`config.mk`:
```
export PLATFORM = sky130hd
export DESIGN_NAME = kv_line_fetcher
export DESIGN_NICKNAME = d
export VERILOG_FILES = /design/src/rtl/kv_cache_pkg.sv /design/src/rtl/kv_wrap_counter.sv /design/src/rtl/kv_line_fetcher.sv
export SDC_FILE = /design/constraint.sdc
export NUM_CORES = 1
export LEC_CHECK = 0
export CAP_MARGIN = 20
export CORE_MARGIN = 8
export CORE_UTILIZATION = 25
export CTS_CLUSTER_DIAMETER = 200
export DETAILED_ROUTE_END_ITERATION = 10
export GPL_ROUTABILITY_DRIVEN = 0
export PLACE_DENSITY = 0.46
export SETUP_SLACK_MARGIN = 0.3
export SYNTH_ARGS = -nofsm -noshare
export SYNTH_HDL_FRONTEND = slang
export SYNTH_SLANG_ARGS = --single-unit
```
`constraint.sdc`:
```
create_clock -name i_clk -period 2.44 [get_ports i_clk]
set_input_delay 0.366 -clock i_clk [delete_from_list [all_inputs] [get_ports i_clk]]
set_output_delay 0.366 -clock i_clk [all_outputs]
set_load 0.005 [all_outputs]
```
`src/rtl/kv_cache_pkg.sv`:
```
// ---------------------------------------------------------------------------
// kv_cache_pkg
//   Shared types and helpers for the cache refill path.
//   - fetch_state_e : line fetcher FSM encoding (also exported on a debug port)
//   - line_base()   : clear the line-offset bits of a word address
// ---------------------------------------------------------------------------
package kv_cache_pkg;

  // Widest address line_base() accepts; callers cast to/from their own width.
  localparam int unsigned KV_MAX_ADDR_W = 64;

  typedef enum logic [1:0] {
    FETCH_IDLE = 2'd0,
    FETCH_FILL = 2'd1,
    FETCH_RESP = 2'd2
  } fetch_state_e;

  // Word address of the first word of the line containing addr.
  function automatic logic [KV_MAX_ADDR_W-1:0] line_base(
    input logic [KV_MAX_ADDR_W-1:0] addr,
    input int unsigned              loff_w
  );
    logic [KV_MAX_ADDR_W-1:0] mask;
    mask = '1;
    mask = mask << loff_w;
    return addr & mask;
  endfunction

endpackage

```
`src/rtl/kv_wrap_counter.sv`:
```
// ---------------------------------------------------------------------------
// kv_wrap_counter
//   Beat counter for one side of a line fill. The count is one bit wider than
//   the line offset so that "all LINE_SIZE beats done" is representable; the
//   offset output is (start + count) wrapped to the line, i.e. the word slot
//   the current beat belongs to in critical-word-first order.
// Ports
//   i_clk     clock
//   i_rst     synchronous active-high reset (count -> 0)
//   i_clr     synchronous clear (count -> 0)
//   i_inc     advance count by one
//   i_start   line offset of the critical word
//   o_count   beats counted so far (LOFF_W+1 bits)
//   o_offset  (i_start + o_count) mod 2**LOFF_W
// ---------------------------------------------------------------------------
module kv_wrap_counter #(
  parameter int unsigned LOFF_W = 2
) (
  input  logic              i_clk,
  input  logic              i_rst,
  input  logic              i_clr,
  input  logic              i_inc,
  input  logic [LOFF_W-1:0] i_start,
  output logic [LOFF_W:0]   o_count,
  output logic [LOFF_W-1:0] o_offset
);

  always_ff @(posedge i_clk) begin
    if (i_rst || i_clr) begin
      o_count <= '0;
    end else if (i_inc) begin
      o_count <= o_count + (LOFF_W+1)'(1);
    end
  end

  // Truncating add: the offset wraps inside the line.
  assign o_offset = i_start + o_count[LOFF_W-1:0];

endmodule

```
`src/rtl/kv_line_fetcher.sv`:
```
// ---------------------------------------------------------------------------
// kv_line_fetcher
//   Cache line refill engine. Takes one miss word address, issues LINE_SIZE
//   single-word reads to memory starting at the missed (critical) word and
//   wrapping around the line, collects the in-order read beats into their
//   line slots, and returns the whole line as one response beat.
//   One line in flight at a time.
//
// Handshake semantics (all channels): a transfer happens on the rising edge
//   where valid && ready are both high. The fetcher never drops a valid it has
//   raised before the matching ready, and its payload is held stable while
//   valid waits. o_fetch_ready is the only ready that combinationally depends
//   on an input: in RESP it follows i_fetch_ready so a new miss can be taken
//   in the same cycle the previous line is handed over.
//
// Ports
//   i_clk, i_rst                    clock, synchronous active-high reset
//   i_fetch_addr/valid, o_fetch_ready   miss request from cache
//   o_fetch_data[LINE_SIZE], o_fetch_valid, i_fetch_ready   line response
//   o_mem_addr, o_mem_req_valid, i_mem_req_ready            read requests
//   i_mem_rdata, i_mem_rvalid, o_mem_rready                 read beats
//   o_dbg_state                     current FSM state
// ---------------------------------------------------------------------------
module kv_line_fetcher
  import kv_cache_pkg::*;
#(
  parameter int unsigned DATA_WIDTH = 32,
  parameter int unsigned ADDR_WIDTH = 32,
  parameter int unsigned LINE_SIZE  = 4
) (
  input  logic                  i_clk,
  input  logic                  i_rst,
  input  logic [ADDR_WIDTH-1:0] i_fetch_addr,
  input  logic                  i_fetch_valid,
  output logic                  o_fetch_ready,
  output logic [DATA_WIDTH-1:0] o_fetch_data [LINE_SIZE-1:0],
  output logic                  o_fetch_valid,
  input  logic                  i_fetch_ready,
  output logic [ADDR_WIDTH-1:0] o_mem_addr,
  output logic                  o_mem_req_valid,
  input  logic                  i_mem_req_ready,
  input  logic [DATA_WIDTH-1:0] i_mem_rdata,
  input  logic                  i_mem_rvalid,
  output logic                  o_mem_rready,
  output fetch_state_e          o_dbg_state
);

  localparam int unsigned LOFF_W = $clog2(LINE_SIZE);
  localparam int unsigned CNT_W  = LOFF_W + 1;
  localparam logic [CNT_W-1:0] LINE_CNT = CNT_W'(LINE_SIZE);
  localparam logic [CNT_W-1:0] LAST_CNT = CNT_W'(LINE_SIZE - 1);

  fetch_state_e          state_q, state_d;
  logic [ADDR_WIDTH-1:0] base_q;
  logic [ADDR_WIDTH-1:0] base_d;
  logic [LOFF_W-1:0]     start_q;
  logic [DATA_WIDTH-1:0] line_q [LINE_SIZE-1:0];

  logic [CNT_W-1:0]      iss_cnt, rcv_cnt;
  logic [LOFF_W-1:0]     iss_off, rcv_off;

  logic fetch_hs, resp_hs, req_hs, beat_hs, last_beat;

  // ---------------------------------------------------------------------
  // Output decode (registers only, apart from the RESP fetch_ready bypass)
  // ---------------------------------------------------------------------
  always_comb begin
    o_fetch_ready = 1'b0;
    case (state_q)
      FETCH_IDLE: o_fetch_ready = 1'b1;
      FETCH_RESP: o_fetch_ready = i_fetch_ready;
      default:    o_fetch_ready = 1'b0;
    endcase
  end

  assign o_fetch_valid   = (state_q == FETCH_RESP);
  assign o_mem_req_valid = (state_q == FETCH_FILL) && (iss_cnt < LINE_CNT);
  // A beat is only accepted for a request already issued, so the receive
  // count can never overtake the issue count.
  assign o_mem_rready    = (state_q == FETCH_FILL) && (rcv_cnt < LINE_CNT) &&
                           (rcv_cnt < iss_cnt);
  // base_q has its offset bits clear, so OR-ing in the wrapped offset can
  // never carry into the line address.
  assign o_mem_addr      = base_q | ADDR_WIDTH'(iss_off);
  assign o_fetch_data    = line_q;
  assign o_dbg_state     = state_q;

  assign fetch_hs  = i_fetch_valid && o_fetch_ready;
  assign resp_hs   = o_fetch_valid && i_fetch_ready;
  assign req_hs    = o_mem_req_valid && i_mem_req_ready;
  assign beat_hs   = o_mem_rready && i_mem_rvalid;
  assign last_beat = beat_hs && (rcv_cnt == LAST_CNT);

  assign base_d = ADDR_WIDTH'(line_base(KV_MAX_ADDR_W'(i_fetch_addr), LOFF_W));

  // ---------------------------------------------------------------------
  // Issue / receive counters; both restart when the line is handed over
  // ---------------------------------------------------------------------
  kv_wrap_counter #(.LOFF_W(LOFF_W)) u_iss_cnt (
    .i_clk    (i_clk),
    .i_rst    (i_rst),
    .i_clr    (resp_hs),
    .i_inc    (req_hs),
    .i_start  (start_q),
    .o_count  (iss_cnt),
    .o_offset (iss_off)
  );

  kv_wrap_counter #(.LOFF_W(LOFF_W)) u_rcv_cnt (
    .i_clk    (i_clk),
    .i_rst    (i_rst),
    .i_clr    (resp_hs),
    .i_inc    (beat_hs),
    .i_start  (start_q),
    .o_count  (rcv_cnt),
    .o_offset (rcv_off)
  );

  // ---------------------------------------------------------------------
  // FSM next state
  // ---------------------------------------------------------------------
  always_comb begin
    state_d = state_q;
    case (state_q)
      FETCH_IDLE: if (i_fetch_valid) state_d = FETCH_FILL;
      FETCH_FILL: if (last_beat)     state_d = FETCH_RESP;
      FETCH_RESP: begin
        // A miss arriving with the line hand-over starts its fill at once.
        if (i_fetch_ready) state_d = i_fetch_valid ? FETCH_FILL : FETCH_IDLE;
      end
      default:    state_d = FETCH_IDLE;
    endcase
  end

  // ---------------------------------------------------------------------
  // State, request latch and line buffer
  // ---------------------------------------------------------------------
  always_ff @(posedge i_clk) begin
    if (i_rst) begin
      state_q <= FETCH_IDLE;
      base_q  <= '0;
      start_q <= '0;
      for (int i = 0; i < int'(LINE_SIZE); i++) begin
        line_q[i] <= '0;
      end
    end else begin
      state_q <= state_d;
      if (fetch_hs) begin
        base_q  <= base_d;
        start_q <= i_fetch_addr[LOFF_W-1:0];
      end
      // Beat k lands in slot (start + k) mod LINE_SIZE.
      if (beat_hs) begin
        line_q[rcv_off] <= i_mem_rdata;
      end
    end
  end

endmodule
```
# After elaboration in Yosys (flattened, before gate mapping)
# Cells that the tools add are included.
# totals
reg_bits,168
input_bits,70
output_inout_bits,166
wordCells,46
# classes
add_sub_neg,4
order_cmp,5
eq_ne,6
mux,9
n_bitwise,1
n_reduce_logical,12
# op_table
cell,count
bitwise mux 128 bit,1
demux 32 bit (select 2 bit),1
two-way mux 32 bit,1
bitwise OR 32 x 2 -> 32 bit,1
logical AND 1 bit,9
adder 3 x 1 -> 3 bit (second input constant),2
< comparator 3 bit (second input constant),2
two-way mux 2 bit,3
case mux 2 bit (3 select lines),1
adder 2 bit,2
!= test 2 bit (second input constant),2
== test 3 x 2 -> 1 bit (second input constant),1
< comparator 2 x 3 -> 1 bit (second input constant),1
< comparator 3 bit,1
AND reduction 3 bit,1
== test 2 x 1 -> 1 bit (second input constant),1
== test 2 bit (second input constant),1
greater-or-equal comparator 2 x 1 -> 1 bit (second input constant),1
zero test 2 bit,1
!= test 2 x 1 -> 1 bit (second input constant),1
case mux 1 bit (2 select lines),1
logical OR 1 bit,1
two-way mux 1 bit,1

# Depth between registers and ports, before layout
# depth
ltp_word,7
mapped_depth,9
mapped_depth_nobuf,6

# Modules after synthesis
# A second synthesis with hierarchy kept.
# unflattened
hier_cells,653
hier_area_um2,6635.1
# by_module_without_submodules
module,n_inst,cells_each,area_per_inst_um2,seq_area_each_um2
kv_line_fetcher,1,625,6312.3,3243.1
kv_wrap_counter,2,14,161.4,60.1

# Least setup slack after synthesis
# OpenSTA, ideal clock, no wires.
# synth_path
path_kind,reg-to-reg
start,register u_iss_cnt.o_count[1]
end,register line_q (netlist bit o_fetch_data[86])
setup_ps,121
t_arrival_ps,1845
required_time_ps,2319
path_slack_ps,475
stages_incl_launch_ff,9
path_buffers,2
synth_period_minus_slack_ps,1965
cell_sequence,dfxtp_1 > inv_1 > ha_1 > o21ai_0 > o211ai_2 > or3_1 > buf_6 > buf_12 > mux2i_1
# synth_via
elab_chain_len,3
# synth_lines
element,line,source
"start, declared",kv_wrap_counter.sv:24,"output logic [LOFF_W:0] o_count,"
"start signal, assigned",kv_wrap_counter.sv:32,o_count <= o_count + (LOFF_W+1)'(1);
< comparator 3 bit,kv_line_fetcher.sv:81,(rcv_cnt < iss_cnt);
logical AND 1 bit,kv_line_fetcher.sv:80,assign o_mem_rready = (state_q == FETCH_FILL) && (rcv_cnt < LINE_CNT) &&
logical AND 1 bit,kv_line_fetcher.sv:91,assign beat_hs = o_mem_rready && i_mem_rvalid;
"end signal, assigned by index",kv_line_fetcher.sv:154,line_q[rcv_off] <= i_mem_rdata;
"end, declared",kv_line_fetcher.sv:57,logic [DATA_WIDTH-1:0] line_q [LINE_SIZE-1:0];
# Every way passes these cells.
# A chain may end at the register's enable or synchronous reset.

# Final worst setup path
# layout_path
start,input port i_fetch_ready
end,output port o_fetch_ready
# layout_via
elab_chain_len,1
# layout_lines
element,line,source
"start, declared",kv_line_fetcher.sv:38,"input logic i_fetch_ready,"
case mux 1 bit (2 select lines),kv_line_fetcher.sv:69,case (state_q)
"end, declared",kv_line_fetcher.sv:35,"output logic o_fetch_ready,"
# Every way passes these cells.

==> results.py <==
metrics = {
    "clocking": {
        "cts.clk_slew.worst_paths_ns": 0.07,
        "clock_latency_ns": 0.42,
        "cts-htree-levels": 4,
        "clockBufferDepth": 2,
        "clock_sinks": 168,
        "cts-root-buf": "clkbuf_16",
        "cts_hold_buf": 0,
        "cts_inserted_buffers": 17,
        "cts_tree": "built",
    },
    "logic_synthesis": {
        "synth_nets": 725,
        "syn-instance-count": 648,
        "ys_seq_elements": 168,
        "yosysUniqueCellTypes": 34,
        "yosys_warnings": 0,
        "yosysSeqAreaShare_pct": 50.4,
        "syn_area_mm2": 0.00667,
        "syn_area_per_cell_um2": 10.3,
    },
    "floorplan": {
        "chipWidth_um": 179,
        "rows": 59,
        "die_h_um": 179,
        "start_util_pct": 25.5,
        "die_area_mm2": 0.0322,
        "coreArea_mm2": 0.0261,
        "ios": 236,
    },
    "sta": {
        "clock.fmax_mhz": 481,
        "fin_crit_sh_pct": 85.3,
        "rsz0062_at_grt": "yes",
        "worst_pin_slew_ns": 0.463,
        "slew_headroom_pct": 69.0,
        "final.setup.tns_ns": 0,
        "drv_slew": 0,
        "fin_skew_ns": 0.00860,
        "final-hold-violation-count": 0,
        "setup_viol_count_final": 0,
        "period_needed_ns": 2.08,
    },
    "critical_path": {
        "r2r-start": "u_iss_cnt.o_count[1]$_SDFFE_PP0P_",
        "worst-path-max-fanout": 5,
        "crit_path_top_delay_cell": "clkdlybuf4s50_1",
        "cp_cell_sequence": "clkdlybuf4s50_1 -> inv_1 -> a21oi_1 -> clkdlybuf4s50_1",
        "arrival_ns": 1.71,
        "critical_path_class": "input pin to output pin",
        "r2r_setup_slack_ns": 0.41,
        "crit_path_start_kind": "input pin",
        "rr_worst_depth": 8,
        "crit_path_end": "o_fetch_ready",
        "r2r-end": "o_fetch_data[0]$_SDFFE_PP0P_",
        "cpPeakStageDelay_ns": 0.56,
        "endpoint_kind": "output pin",
        "crit_required_ns": 2.07,
        "crit_top_cell": "clkdlybuf4s50_1",
        "startpoint": "i_fetch_ready",
    },
    "layout": {
        "layout_common_cells": "clkdlybuf4s50_1 (232), dfxtp_1 (163), nand2b_1 (160), mux2i_1 (128), nand2_1 (66)",
        "final_common_cell": "clkdlybuf4s50_1",
        "final_util_pct": 38.9,
        "layout-drive-gt1-share_pct": 8.46,
        "antenna_cells": 0,
        "fin_nets": 963,
        "syn2layout_area_growth_pct": 52.4,
    },
    "routing": {
        "finalWirelength_um": 20900,
        "drcViolationCount": 0,
        "dr.first_iter.drc_count": 188,
        "route.vias.total": 5109,
        "routedWlPerCell_um": 17.0,
        "first_pass_iters": 4,
        "vias_per_cell": 4.14,
        "ant_nets": 0,
    },
    "power_and_ir_drop": {
        "p_seq_share_pct": 45.6,
        "leakage_uw": 0.00424,
        "pwr-share-comb_pct": 7.9,
        "peakVddDrop_mv": 0.387,
        "p_per_area_mw_per_mm2": 607,
        "power.share.clock_pct": 46.5,
        "p_int_uw": 4710,
        "swShare_pct": 23.7,
        "p_switching_uw": 1460,
    },
    "global_route": {
        "grt_first_pass_wirelength_um": 31800,
        "antenna_found_initial": 0,
        "grt_max_degree": 50,
        "met3_usage_pct": 4.78,
        "gr-usage-met2_pct": 21.2,
        "met1_usage_pct": 15.7,
        "gr-total-overflow": 0,
        "first_global_vias": 5268,
        "grt-busiest-layer": "met2",
        "track_usage_pct": 12.9,
    },
    "hold_path": {
        "min_path_type": "flop to flop",
        "whs_path_depth": 2,
        "worstHoldStart": "base_q[18]$_SDFFE_PP0P_",
    },
    "placed_design": {
        "hpwlAfterDp_um": 14700,
        "io_buffers": 235,
    },
    "flow_run": {
        "maxCapViolCount": 0,
    },
    "outcome": {
        "status": "finished, final reports clean",
    },
}
==> metal layers <==
layer / vias to the layer above / wire (µm)
met5: - / 0
met4: 0 / 142
met3: 6 / 1460
met2: 128 / 9960
met1: 2355 / 9380
li1: 2620 / -
==> registers in the layout, indices dropped and copies added (netlist names) <==
name               flops
start_q                2
o_fetch_data         128
u_rcv_cnt.o_count      3
u_iss_cnt.o_count      3
o_dbg_state            2
base_q                30
==> worst min path at each step <==
stage / to
after floorplan: base_q[10]$_SDFFE_PP0P_
after global placement: base_q[3]$_SDFFE_PP0P_
after detailed placement: base_q[18]$_SDFFE_PP0P_
after CTS: base_q[18]$_SDFFE_PP0P_
after global routing: base_q[15]$_SDFFE_PP0P_
final: base_q[18]$_SDFFE_PP0P_
==> synthesized netlist by cell type, drive strengths merged <==
master	instances	share of area [%]
nor3	2	0.23
or3	1	0.094
a22oi	1	0.11
o211a	2	0.30
xor2	1	0.13
nor2b	1	0.094
nand2	66	3.7
nand3	1	0.15
a21o	1	0.11
buf	14	1.5
a21oi	37	2.8
nand3b	2	0.28
o21ai	2	0.15
mux2i	128	19
nor3b	2	0.30
ha	7	1.3
clkbuf	27	1.5
nor2	8	0.45
o21a	1	0.11
and4bb	1	0.19
xnor2	5	0.66
nand2b	160	15
a2111oi	1	0.13
dfxtp	168	50
o211ai	2	0.30
inv	6	0.34
nor4b	1	0.36
==> critical path: cells and delay by family <==
kind / cells / cell delay (ns)
buffers and inverters: 3 / 1.20
AO/OA/AOI/OAI: 1 / 0.15
==> timing repair <==
item / 4_1_cts / 5_1_grt
endpoints found under the setup margin: 24 / 120
gates cloned: 0 / 1
pin swaps: 2 / 3
resized for setup: 7 / 16
setup buffers: 2 / 3
==> power groups by stage <==
stage          clock network, µW  logic (µW)  registers, µW
6_report                    2870         490           2810
3_5_place_dp                   0         491           2870
5_1_grt                     3090         535           2820
2_1_floorplan                  0         200           2870
3_3_place_gp                   0         496           2870
4_1_cts                     2980         497           2810
==> area by class of cell <==
type / instances / area, µm²
well taps: 335 / 419
multi-input cells: 433 / 3120
flip-flops and latches: 168 / 3370
clock buffers: 17 / 425
clock inverters: 14 / 190
repair buffers: 260 / 2610
inverters: 6 / 22.5
fillers: 2620 / 16000
==> logic make-up (layout without fill, tap and decap cells) <==
| logic type | count (synthesis) | count (layout) | share of synthesized area, % |
|---|---|---|---|
| and+or+nand+nor | 245 | 245 | 20.9 |
| DFF | 168 | 168 | 50.4 |
| muxes | 128 | 128 | 19.2 |
| AOI/OAI and AO/OA | 47 | 47 | 4.00 |
| buffers and inverters | 47 | 297 | 3.38 |
| adders and majority gates | 7 | 7 | 1.31 |
| xor gates and xnor gates | 6 | 6 | 0.788 |
==> per-stage QoR <==
stage	hold slack (ns)	instance area, µm²	std cells	setup slack [ns]	power (µW)
6_report	0.453	10200	1233	0.360	6170
5_1_grt	0.477	10200	1233	0.265	6440
4_1_cts	0.457	10100	1229	0.285	6280
3_5_place_dp	0.446	9440	1196	0.295	3360
3_3_place_gp	0.439	9440	1196	0.301	3370
2_1_floorplan	0.453	6670	648	0.475	3070
Power figures use the tool's default switching activity.
